===== src/rtl/map_viewport_reader_if.sv =====
// Purpose: raster, camera and map-RAM signals shared by map_viewport_reader and its environment.
// Latency: n/a (signal bundle only).
// Backpressure: none; every signal is sampled or driven once per Clk.
// Ports (master = viewport reader side):
//   DrawX/DrawY       raster column/row in
//   frame_start       once-per-frame pulse in, during vertical blank
//   cam_target_*      requested camera left/top edge in, map pixels
//   cam_snap          jump straight to target on frame_start
//   read_address      map RAM read address out (registered)
//   ram_data          map RAM data in, one cycle after read_address
//   pixel_idx/valid   palette index and active-area flag out
//   cam_x/cam_y       current camera position out
//   moving            camera not yet at the clamped target
interface map_viewport_reader_if;
  logic [9:0]  DrawX;
  logic [9:0]  DrawY;
  logic        frame_start;
  logic [8:0]  cam_target_x;
  logic [7:0]  cam_target_y;
  logic        cam_snap;
  logic [18:0] read_address;
  logic [4:0]  ram_data;
  logic [4:0]  pixel_idx;
  logic        pixel_valid;
  logic [8:0]  cam_x;
  logic [7:0]  cam_y;
  logic        moving;

  modport master (
    input  DrawX, DrawY, frame_start, cam_target_x, cam_target_y, cam_snap, ram_data,
    output read_address, pixel_idx, pixel_valid, cam_x, cam_y, moving
  );

  modport slave (
    output DrawX, DrawY, frame_start, cam_target_x, cam_target_y, cam_snap, ram_data,
    input  read_address, pixel_idx, pixel_valid, cam_x, cam_y, moving
  );
endinterface


===== src/rtl/map_viewport_reader.sv =====
// Purpose: turn raster position + scrolling camera into map RAM reads and a palette index stream.
// Latency: fixed 3 Clk edges from DrawX/DrawY sample to pixel_idx/pixel_valid.
// Backpressure: none; one raster position accepted every Clk, output never stalls.
// Ports:
//   Clk, Reset  pixel clock; asynchronous active-high reset
//   bus         map_viewport_reader_if.master (raster in, camera control, RAM port, pixel out)
module map_viewport_reader #(
  parameter int MAP_W    = 320,
  parameter int MAP_H    = 240,
  parameter int SCALE_SH = 2,
  parameter int STEP     = 1
) (
  input logic                   Clk,
  input logic                   Reset,
  map_viewport_reader_if.master bus
);

  // Visible window in map pixels (640x480 screen divided by the scale).
  localparam int VIEW_W = 640 >> SCALE_SH;
  localparam int VIEW_H = 480 >> SCALE_SH;

  localparam logic [8:0] MAX_CX = 9'(MAP_W - VIEW_W);
  localparam logic [7:0] MAX_CY = 8'(MAP_H - VIEW_H);
  localparam logic [8:0] STEP_X = 9'(STEP);
  localparam logic [7:0] STEP_Y = 8'(STEP);

  // ---------------------------------------------------------------------------
  // Camera
  // ---------------------------------------------------------------------------
  logic [8:0] tx;
  logic [7:0] ty;
  logic [8:0] cam_x_q, cam_x_nxt;
  logic [7:0] cam_y_q, cam_y_nxt;
  logic       moving_q;

  // Keep the window fully inside the map.
  assign tx = (bus.cam_target_x > MAX_CX) ? MAX_CX : bus.cam_target_x;
  assign ty = (bus.cam_target_y > MAX_CY) ? MAX_CY : bus.cam_target_y;

  // Camera only moves on frame_start so a frame is never drawn with two offsets.
  always_comb begin
    cam_x_nxt = cam_x_q;
    cam_y_nxt = cam_y_q;
    if (bus.frame_start) begin
      if (bus.cam_snap) begin
        cam_x_nxt = tx;
        cam_y_nxt = ty;
      end else begin
        if (tx >= cam_x_q)
          cam_x_nxt = ((tx - cam_x_q) <= STEP_X) ? tx : (cam_x_q + STEP_X);
        else
          cam_x_nxt = ((cam_x_q - tx) <= STEP_X) ? tx : (cam_x_q - STEP_X);

        if (ty >= cam_y_q)
          cam_y_nxt = ((ty - cam_y_q) <= STEP_Y) ? ty : (cam_y_q + STEP_Y);
        else
          cam_y_nxt = ((cam_y_q - ty) <= STEP_Y) ? ty : (cam_y_q - STEP_Y);
      end
    end
  end

  always_ff @(posedge Clk or posedge Reset) begin
    if (Reset) begin
      cam_x_q  <= '0;
      cam_y_q  <= '0;
      moving_q <= 1'b0;
    end else begin
      cam_x_q  <= cam_x_nxt;
      cam_y_q  <= cam_y_nxt;
      // Compares the pre-update camera, so it settles one edge after a move.
      moving_q <= (cam_x_q != tx) || (cam_y_q != ty);
    end
  end

  // ---------------------------------------------------------------------------
  // Address pipeline
  // Stage 0: sample raster position, add camera offset, decide active.
  // Stage 1: row*320 + column -> read_address.
  // Stage 2: RAM read in flight; active carried alongside.
  // Stage 3: capture ram_data into pixel_idx.
  // ---------------------------------------------------------------------------
  logic [9:0]  dx_sh, dy_sh;
  logic [9:0]  mx_d, my_d;
  logic        active_d;

  logic [9:0]  mx_s0, my_s0;
  logic        act_s0;
  logic [18:0] addr_d;
  logic [18:0] read_address_q;
  logic        act_s1;
  logic        act_s2;
  logic [4:0]  pixel_idx_q;
  logic        pixel_valid_q;

  assign dx_sh    = bus.DrawX >> SCALE_SH;
  assign dy_sh    = bus.DrawY >> SCALE_SH;
  assign active_d = (bus.DrawX < 10'd640) && (bus.DrawY < 10'd480);
  // Within the active area these sums stay at or below 319/239.
  assign mx_d     = {1'b0, cam_x_q} + dx_sh;
  assign my_d     = {2'b0, cam_y_q} + dy_sh;

  // Row stride of 320 as two shifts; address peaks at 76799 so 19 bits never wrap.
  assign addr_d = ({9'd0, my_s0} << 8) + ({9'd0, my_s0} << 6) + {9'd0, mx_s0};

  always_ff @(posedge Clk or posedge Reset) begin
    if (Reset) begin
      mx_s0          <= '0;
      my_s0          <= '0;
      act_s0         <= 1'b0;
      read_address_q <= '0;
      act_s1         <= 1'b0;
      act_s2         <= 1'b0;
      pixel_idx_q    <= '0;
      pixel_valid_q  <= 1'b0;
    end else begin
      mx_s0          <= mx_d;
      my_s0          <= my_d;
      act_s0         <= active_d;
      // Blanking parks the RAM on address 0 rather than an out-of-map address.
      read_address_q <= act_s0 ? addr_d : '0;
      act_s1         <= act_s0;
      act_s2         <= act_s1;
      // Index is passed through even when blank; valid alone marks it unusable.
      pixel_idx_q    <= bus.ram_data;
      pixel_valid_q  <= act_s2;
    end
  end

  assign bus.read_address = read_address_q;
  assign bus.pixel_idx    = pixel_idx_q;
  assign bus.pixel_valid  = pixel_valid_q;
  assign bus.cam_x        = cam_x_q;
  assign bus.cam_y        = cam_y_q;
  assign bus.moving       = moving_q;

endmodule


===== src/flat_wrapper.sv =====
// flat-port wrapper written by rule: the top's interface ports become plain ports
module map_viewport_reader_flat 
#(
  parameter int MAP_W    = 320,
  parameter int MAP_H    = 240,
  parameter int SCALE_SH = 2,
  parameter int STEP     = 1
)
  (Clk, Reset, bus_DrawX, bus_DrawY, bus_frame_start, bus_cam_target_x, bus_cam_target_y, bus_cam_snap, bus_ram_data, bus_read_address, bus_pixel_idx, bus_pixel_valid, bus_cam_x, bus_cam_y, bus_moving);
  map_viewport_reader_if bus_i ();
  input logic Clk;
  input logic Reset;
  input wire logic [$bits(bus_i.DrawX)-1:0] bus_DrawX;
  input wire logic [$bits(bus_i.DrawY)-1:0] bus_DrawY;
  input wire logic [$bits(bus_i.frame_start)-1:0] bus_frame_start;
  input wire logic [$bits(bus_i.cam_target_x)-1:0] bus_cam_target_x;
  input wire logic [$bits(bus_i.cam_target_y)-1:0] bus_cam_target_y;
  input wire logic [$bits(bus_i.cam_snap)-1:0] bus_cam_snap;
  input wire logic [$bits(bus_i.ram_data)-1:0] bus_ram_data;
  output wire logic [$bits(bus_i.read_address)-1:0] bus_read_address;
  output wire logic [$bits(bus_i.pixel_idx)-1:0] bus_pixel_idx;
  output wire logic [$bits(bus_i.pixel_valid)-1:0] bus_pixel_valid;
  output wire logic [$bits(bus_i.cam_x)-1:0] bus_cam_x;
  output wire logic [$bits(bus_i.cam_y)-1:0] bus_cam_y;
  output wire logic [$bits(bus_i.moving)-1:0] bus_moving;
  assign bus_i.DrawX = bus_DrawX;
  assign bus_i.DrawY = bus_DrawY;
  assign bus_i.frame_start = bus_frame_start;
  assign bus_i.cam_target_x = bus_cam_target_x;
  assign bus_i.cam_target_y = bus_cam_target_y;
  assign bus_i.cam_snap = bus_cam_snap;
  assign bus_i.ram_data = bus_ram_data;
  assign bus_read_address = bus_i.read_address;
  assign bus_pixel_idx = bus_i.pixel_idx;
  assign bus_pixel_valid = bus_i.pixel_valid;
  assign bus_cam_x = bus_i.cam_x;
  assign bus_cam_y = bus_i.cam_y;
  assign bus_moving = bus_i.moving;
  map_viewport_reader #(.MAP_W(MAP_W), .MAP_H(MAP_H), .SCALE_SH(SCALE_SH), .STEP(STEP)) u_core (.Clk(Clk), .Reset(Reset), .bus(bus_i));
endmodule

===== config.mk =====
export PLATFORM = sky130hd
export DESIGN_NAME = map_viewport_reader_flat
export DESIGN_NICKNAME = d
export VERILOG_FILES = /design/src/rtl/map_viewport_reader_if.sv /design/src/rtl/map_viewport_reader.sv /design/src/flat_wrapper.sv
export SDC_FILE = /design/constraint.sdc
export NUM_CORES = 1
export LEC_CHECK = 0
export ABC_AREA = 1
export BUFFER_PORTS_ARGS = -buffer_cell sky130_fd_sc_hd__buf_2
export CAP_MARGIN = 10
export CORE_MARGIN = 2
export CORE_UTILIZATION = 59
export DETAILED_ROUTE_END_ITERATION = 8
export GPL_ROUTABILITY_DRIVEN = 0
export PLACE_DENSITY = 0.82
export SLEW_MARGIN = 20
export SYNTH_ARGS = -nofsm -noshare
export SYNTH_HDL_FRONTEND = slang
export SYNTH_SLANG_ARGS = --single-unit

===== constraint.sdc =====
create_clock -name Clk -period 3.35 [get_ports Clk]
set_clock_uncertainty 0.1 [all_clocks]
set_input_delay 0.1675 -clock Clk [delete_from_list [all_inputs] [get_ports Clk]]
set_output_delay 0.1675 -clock Clk [all_outputs]
set_load 0.01 [all_outputs]

## After elaboration in Yosys (flattened, before gate mapping)

Index checks and enable logic that the tools add are counted.

- Muxes and demuxes: 11
- Equal/unequal tests: 2
- $add $sub $neg: 12
- Reductions and logical operators: 2
- Magnitude comparators: 10

Operators by type and width:

| cell | number |
|---|---|
| $mux W9 | 5 |
| $mux W8 | 5 |
| $add A18 B16 Y19 | 1 |
| $add A19 B10 Y19 | 1 |
| $mux W19 | 1 |
| $le A9 B1 Y1 const B | 2 |
| $sub A9 B9 Y9 | 2 |
| $le A8 B1 Y1 const B | 2 |
| $sub A8 B8 Y8 | 2 |
| $add A9 B8 Y10 | 1 |
| $lt A10 B10 Y1 const B | 1 |
| $lt A10 B9 Y1 const B | 1 |
| $add A8 B8 Y9 | 1 |
| $add A9 B1 Y9 const B | 1 |
| $ge A9 B9 Y1 | 1 |
| $gt A9 B8 Y1 const B | 1 |
| $ne A9 B9 Y1 | 1 |
| $sub A9 B1 Y9 const B | 1 |
| $add A8 B1 Y8 const B | 1 |
| $ge A8 B8 Y1 | 1 |
| $gt A8 B7 Y1 const B | 1 |
| $ne A8 B8 Y1 | 1 |
| $sub A8 B1 Y8 const B | 1 |
| $logic_and A1 B1 Y1 | 1 |
| $logic_or A1 B1 Y1 | 1 |

- Register bits after elaboration: 66

## Longest topological paths before layout

- Depth after elaboration: 7
- Depth in mapped cells: 26

## Worst setup path after synthesis

OpenSTA, ideal clock, no wires.

- Path type: input to register
- Start: in bus_cam_target_x[6]
- End: reg u_core.cam_x_q[4] (netlist: u_core.bus.cam_x[4])
- Arrival time: 2371 ps
- Stages on the path: 19
- Setup slack: 761 ps
- Library setup time: 118 ps
- Path buffers: 0
- Cells stage by stage: nor4b_1 -> nand3_1 -> nand2_1 -> nand2_1 -> ha_1 -> inv_1 -> fa_1 -> inv_1 -> nand2_1 -> nor2_1 -> nand3_1 -> nor2_1 -> inv_1 -> nor2_2 -> nand3_2 -> nand3_2 -> nand2_1 -> nand3_1 -> nand2_1

- Cells in the longest elaborated chain, start to end: 7
- Elaborated cells on any way between the ends: 11
- Those cells by class: 2 x add/sub; 4 x order compare; 5 x mux

RTL lines:

| what | RTL line | source |
|---|---|---|
| from (decl) | flat_wrapper.sv:16 | `input wire logic [$bits(bus_i.cam_target_x)-1:0] bus_cam_target_x;` |
| $gt A9 B8 Y1 | map_viewport_reader.sv:37 | `assign tx = (bus.cam_target_x > MAX_CX) ? MAX_CX : bus.cam_target_x;` |
| $mux W9 * | map_viewport_reader.sv:37 |  |
| $sub A9 B9 Y9, on equally long branches | map_viewport_reader.sv:52, map_viewport_reader.sv:50 |  |
| $le A9 B1 Y1, on equally long branches | map_viewport_reader.sv:52, map_viewport_reader.sv:50 |  |
| $mux W9, on equally long branches | map_viewport_reader.sv:52, map_viewport_reader.sv:50 |  |
| $mux W9 | map_viewport_reader.sv:49 | `if (tx >= cam_x_q)` |
| $mux W9 * | map_viewport_reader.sv:45 | `if (bus.cam_snap) begin` |
| to (signal assigned) | map_viewport_reader.sv:68 | `cam_x_q <= cam_x_nxt;` |
| to (decl) | map_viewport_reader.sv:32 | `logic [8:0] cam_x_q, cam_x_nxt;` |

Every way passes the cells marked *; elsewhere a longest branch is shown, timed or not.
A chain may end at the register's enable or synchronous reset.

## Worst setup path in the final report

- Start: in bus_cam_target_x[6]
- End: reg u_core.cam_x_q[5] (netlist: u_core.bus.cam_x[5])

Same word-level chain as after synthesis.

==> impl_metrics.json <==
{
  "status": "completed",
  "cts_setup_buffers": 0,
  "arrival_ps": 2970,
  "synth-simple-area-share": 0.330,
  "hold_violations": 0,
  "clk_pin_slew_ps": 70,
  "htree_num_levels": 3,
  "maxSlewHeadroom": 0.406,
  "synth_warnings": 0,
  "synth_compound_area_frac": 0.0631,
  "detail_route.wl_per_cell_um": 13.2,
  "setup_slack_ps": 507,
  "grt_pass1_wl_mm": 24.7,
  "grt-ovfl-total": 0,
  "comb_power_share": 0.550,
  "synthAdderAreaFrac": 0.177,
  "cts-resized-gates": 0,
  "viasPerCell": 5.26,
  "die_w_um": 104,
  "die_y_um": 104,
  "fmax_mhz": 352,
  "syn_area_sq_um": 5950,
  "routed_wirelength_mm": 14.6,
  "ir_drop_mv": 0.364,
  "syn_avg_cell_area_sq_um": 6.86,
  "syn_to_final_growth_pct": 15.6,
  "path_common_cell": "nand2_1",
  "grt_start_max_net_pins": 55,
  "numCtsBuffers": 9,
  "cap_violations": 0,
  "dp_hpwl_mm": 11.1,
  "crit_fanout": 7,
  "first_pass_iters": 5,
  "synth_top_cell_area_share": 0.269,
  "ys_ff_latch": 64,
  "first_global_vias": 5519,
  "crit_path_end_kind": "flop",
  "slowest_delay_ps": 420,
  "clockBufferDepth": 2,
  "synth_xor_area_frac": 0.0545,
  "ys_types": 34,
  "ys_top_cells_by_area": "dfrtp_1 27%, nand2_1 17%, ha_1 15%",
  "antenna_found_initial": 0,
  "path_class": "input pin to flop",
  "path_cells": "buf_2 > nor4b_1 > nand3_1 > nand2_1 > nand2_1 > ha_1 > inv_1 > fa_1 > inv_1 > nand2_1 > nor2_1 > nand3_1 > nor2_1 > inv_1 > nor2_2 > nand3_2 > nand3_2 > nand2_1 > nand3_1 > nand2_1",
  "io-pin-count": 89,
  "track_usage": 0.276,
  "diodes": 0,
  "power.internal_w": 0.00233,
  "io_buffers": 83,
  "finalMaxSlewViolations": 0,
  "tightest_slew_ps": 890,
  "rows": 36,
  "core_sq_um": 9770,
  "num_vias": 5828,
  "initial_utilization": 0.609,
  "preCtsSetupSlack_ps": 198,
  "clockRootBuffer": "clkbuf_8",
  "p_per_area_nw_per_um2": 616,
  "cts_tree": "done",
  "clock-sinks": 64,
  "switching_share": 0.450,
  "yosysTopAreaCell": "dfrtp_1",
  "start_kind": "input pin",
  "synthMuxAreaShare": 0,
  "fin_crit_sh": 0.849,
  "p_leak_nw": 4.02,
  "seq_area_frac_synth": 0.269,
  "final-setup-viol-count": 0,
  "netlist_instances": 868,
  "drc_errors": 0,
  "rsz0062_at_grt": "false",
  "switchingPower_w": 0.00191,
  "synth_top_family_by_area": "simple AND/OR/NAND/NOR gates",
  "drt_iter0_drc": 371,
  "seqPwrFrac": 0.260,
  "fin_tns_setup_ps": 0,
  "dieArea_sq_um": 10900,
  "clkPwrFrac": 0.191,
  "drive_above_1_share": 0.133,
  "ant_nets": 0,
  "fin_nets": 1095,
  "fin_crit_ps": 2840,
  "min_path_type": "input pin to flop",
  "cpMaxStageDelayCell": "fa_1",
  "clkLatencyLatePin_ps": 350,
  "required_ps": 3480
}
## metrics by stage
stage          utilization  hold slack, ps  area [sq um]  instances  power (W)
2_1_floorplan            -            98.9          5960        870    0.00281
6_report             0.704            73.1          6880       1108    0.00424
3_5_place_dp         0.668             177          6530       1082    0.00336
3_3_place_gp         0.668             175          6530       1082    0.00326
4_1_cts              0.703            26.4          6870       1107    0.00421
5_1_grt              0.704            89.9          6880       1108    0.00463
## power by group through the flow
stage	clock [W]	combinational, W	sequential [W]
after floorplan	0	0.00168	0.00112
after global placement	0	0.00216	0.00110
after detailed placement	0	0.00225	0.00111
after CTS	0.000810	0.00230	0.00110
after global routing	0.000854	0.00265	0.00112
final	0.000808	0.00233	0.00110
## Yosys cell counts (all sizes together)
library cell  instances
nand2               279
inv                 146
nand3                95
ha                   70
dfrtp                64
nor2                 56
a21oi                37
xor2                 31
o21ai                23
nand4                15
fa                    9
buf                   7
nor3                  7
clkbuf                6
xnor2                 6
o21bai                3
nor4                  2
o22ai                 2
o31ai                 2
a21o                  1
a41oi                 1
clkinv                1
conb                  1
nand3b                1
nor4b                 1
o2111ai               1
or2                   1
## layout make-up
cell class                 instances  area [sq um]
inverter                         147           553
tap                              133           166
multi-input combinational        646          3730
fill                             840          2900
clock buffer                       9           124
clock inverter                     7           119
timing repair buffer             102           583
sequential                        64          1600
## timing repair
| action | in CTS | in global routing |
|---|---|---|
| endpoints found under the hold margin | 8 | 52 |
| endpoints found under the setup margin | 0 | 0 |
| hold buffers | 9 | 1 |
## worst max-delay path: cells and delay by family
kind,cells,cell delay [ps]
adder cells (fa/ha/maj),2,620
AND/OR/NAND/NOR,14,1820
buffers and inverters,4,350
## routing by layer
| metal | wire length (um) | global-route usage | share of wire |
|---|---|---|---|
| met5 | 0 | 0 | 0 |
| met4 | 326 | 0.0946 | 0.022 |
| met1 | 6280 | 0.357 | 0.43 |
| met2 | 7260 | 0.481 | 0.50 |
| met3 | 766 | 0.0288 | 0.052 |
## state kept, by name, summed over array words and instances (netlist names), 5 cells and up
signal / flops
u_core.bus.cam_x: 9
u_core.bus.cam_y: 8
u_core.bus.pixel_idx: 5
u_core.bus.read_address: 18
u_core.mx_s0: 10
u_core.my_s0: 9
## worst paths after layout
| kind | from | end | slack, ps | cells after the start |
|---|---|---|---|---|
| hold / removal | bus_cam_snap | u_core.bus.cam_x[7]$_DFFE_PP0P_ | 70 | 4 |
| min in group asynchronous | Reset | u_core.bus.pixel_idx[1]$_DFF_PP0_ | 430 | 3 |
| setup reg to reg | u_core.bus.cam_x[4]$_DFFE_PP0P_ | u_core.bus.cam_x[5]$_DFFE_PP0P_ | 530 | 15 |
| hold reg to reg | u_core.act_s1$_DFF_PP0_ | u_core.act_s2$_DFF_PP0_ | 250 | 0 |
| max in group asynchronous | Reset | u_core.bus.cam_y[0]$_DFFE_PP0P_ | 2080 | 4 |
| setup / recovery | bus_cam_target_x[6] | u_core.bus.cam_x[5]$_DFFE_PP0P_ | 510 | 20 |
## cell usage in the layout, fill, tap and decap left out, types with 5 or more instances in the layout
master	synthesis	layout
xor2_1	31	31
dlygate4sd3_1	0	10
nand2_2	7	7
fa_1	9	9
xnor2_1	6	6
nor2_1	51	51
o21ai_0	23	23
nand4_1	15	15
ha_1	70	70
nor2_2	5	5
clkbuf_8	0	9
nor3_1	7	7
nand2_1	269	269
nand3_1	92	92
dfrtp_1	64	64
a21oi_1	37	37
buf_2	2	83
buf_4	4	9
inv_1	144	143
## kinds of logic (layout without fill, tap and decap cells)
kind of cell	count (synthesis)	in the layout
AOI/OAI and AO/OA	70	70
adders and majority gates	79	79
buffers and inverters	160	265
xor gates and xnor gates	37	37
other	1	3
and+or+nand+nor	457	457
DFF	64	64
Power figures use the tool's default switching activity.
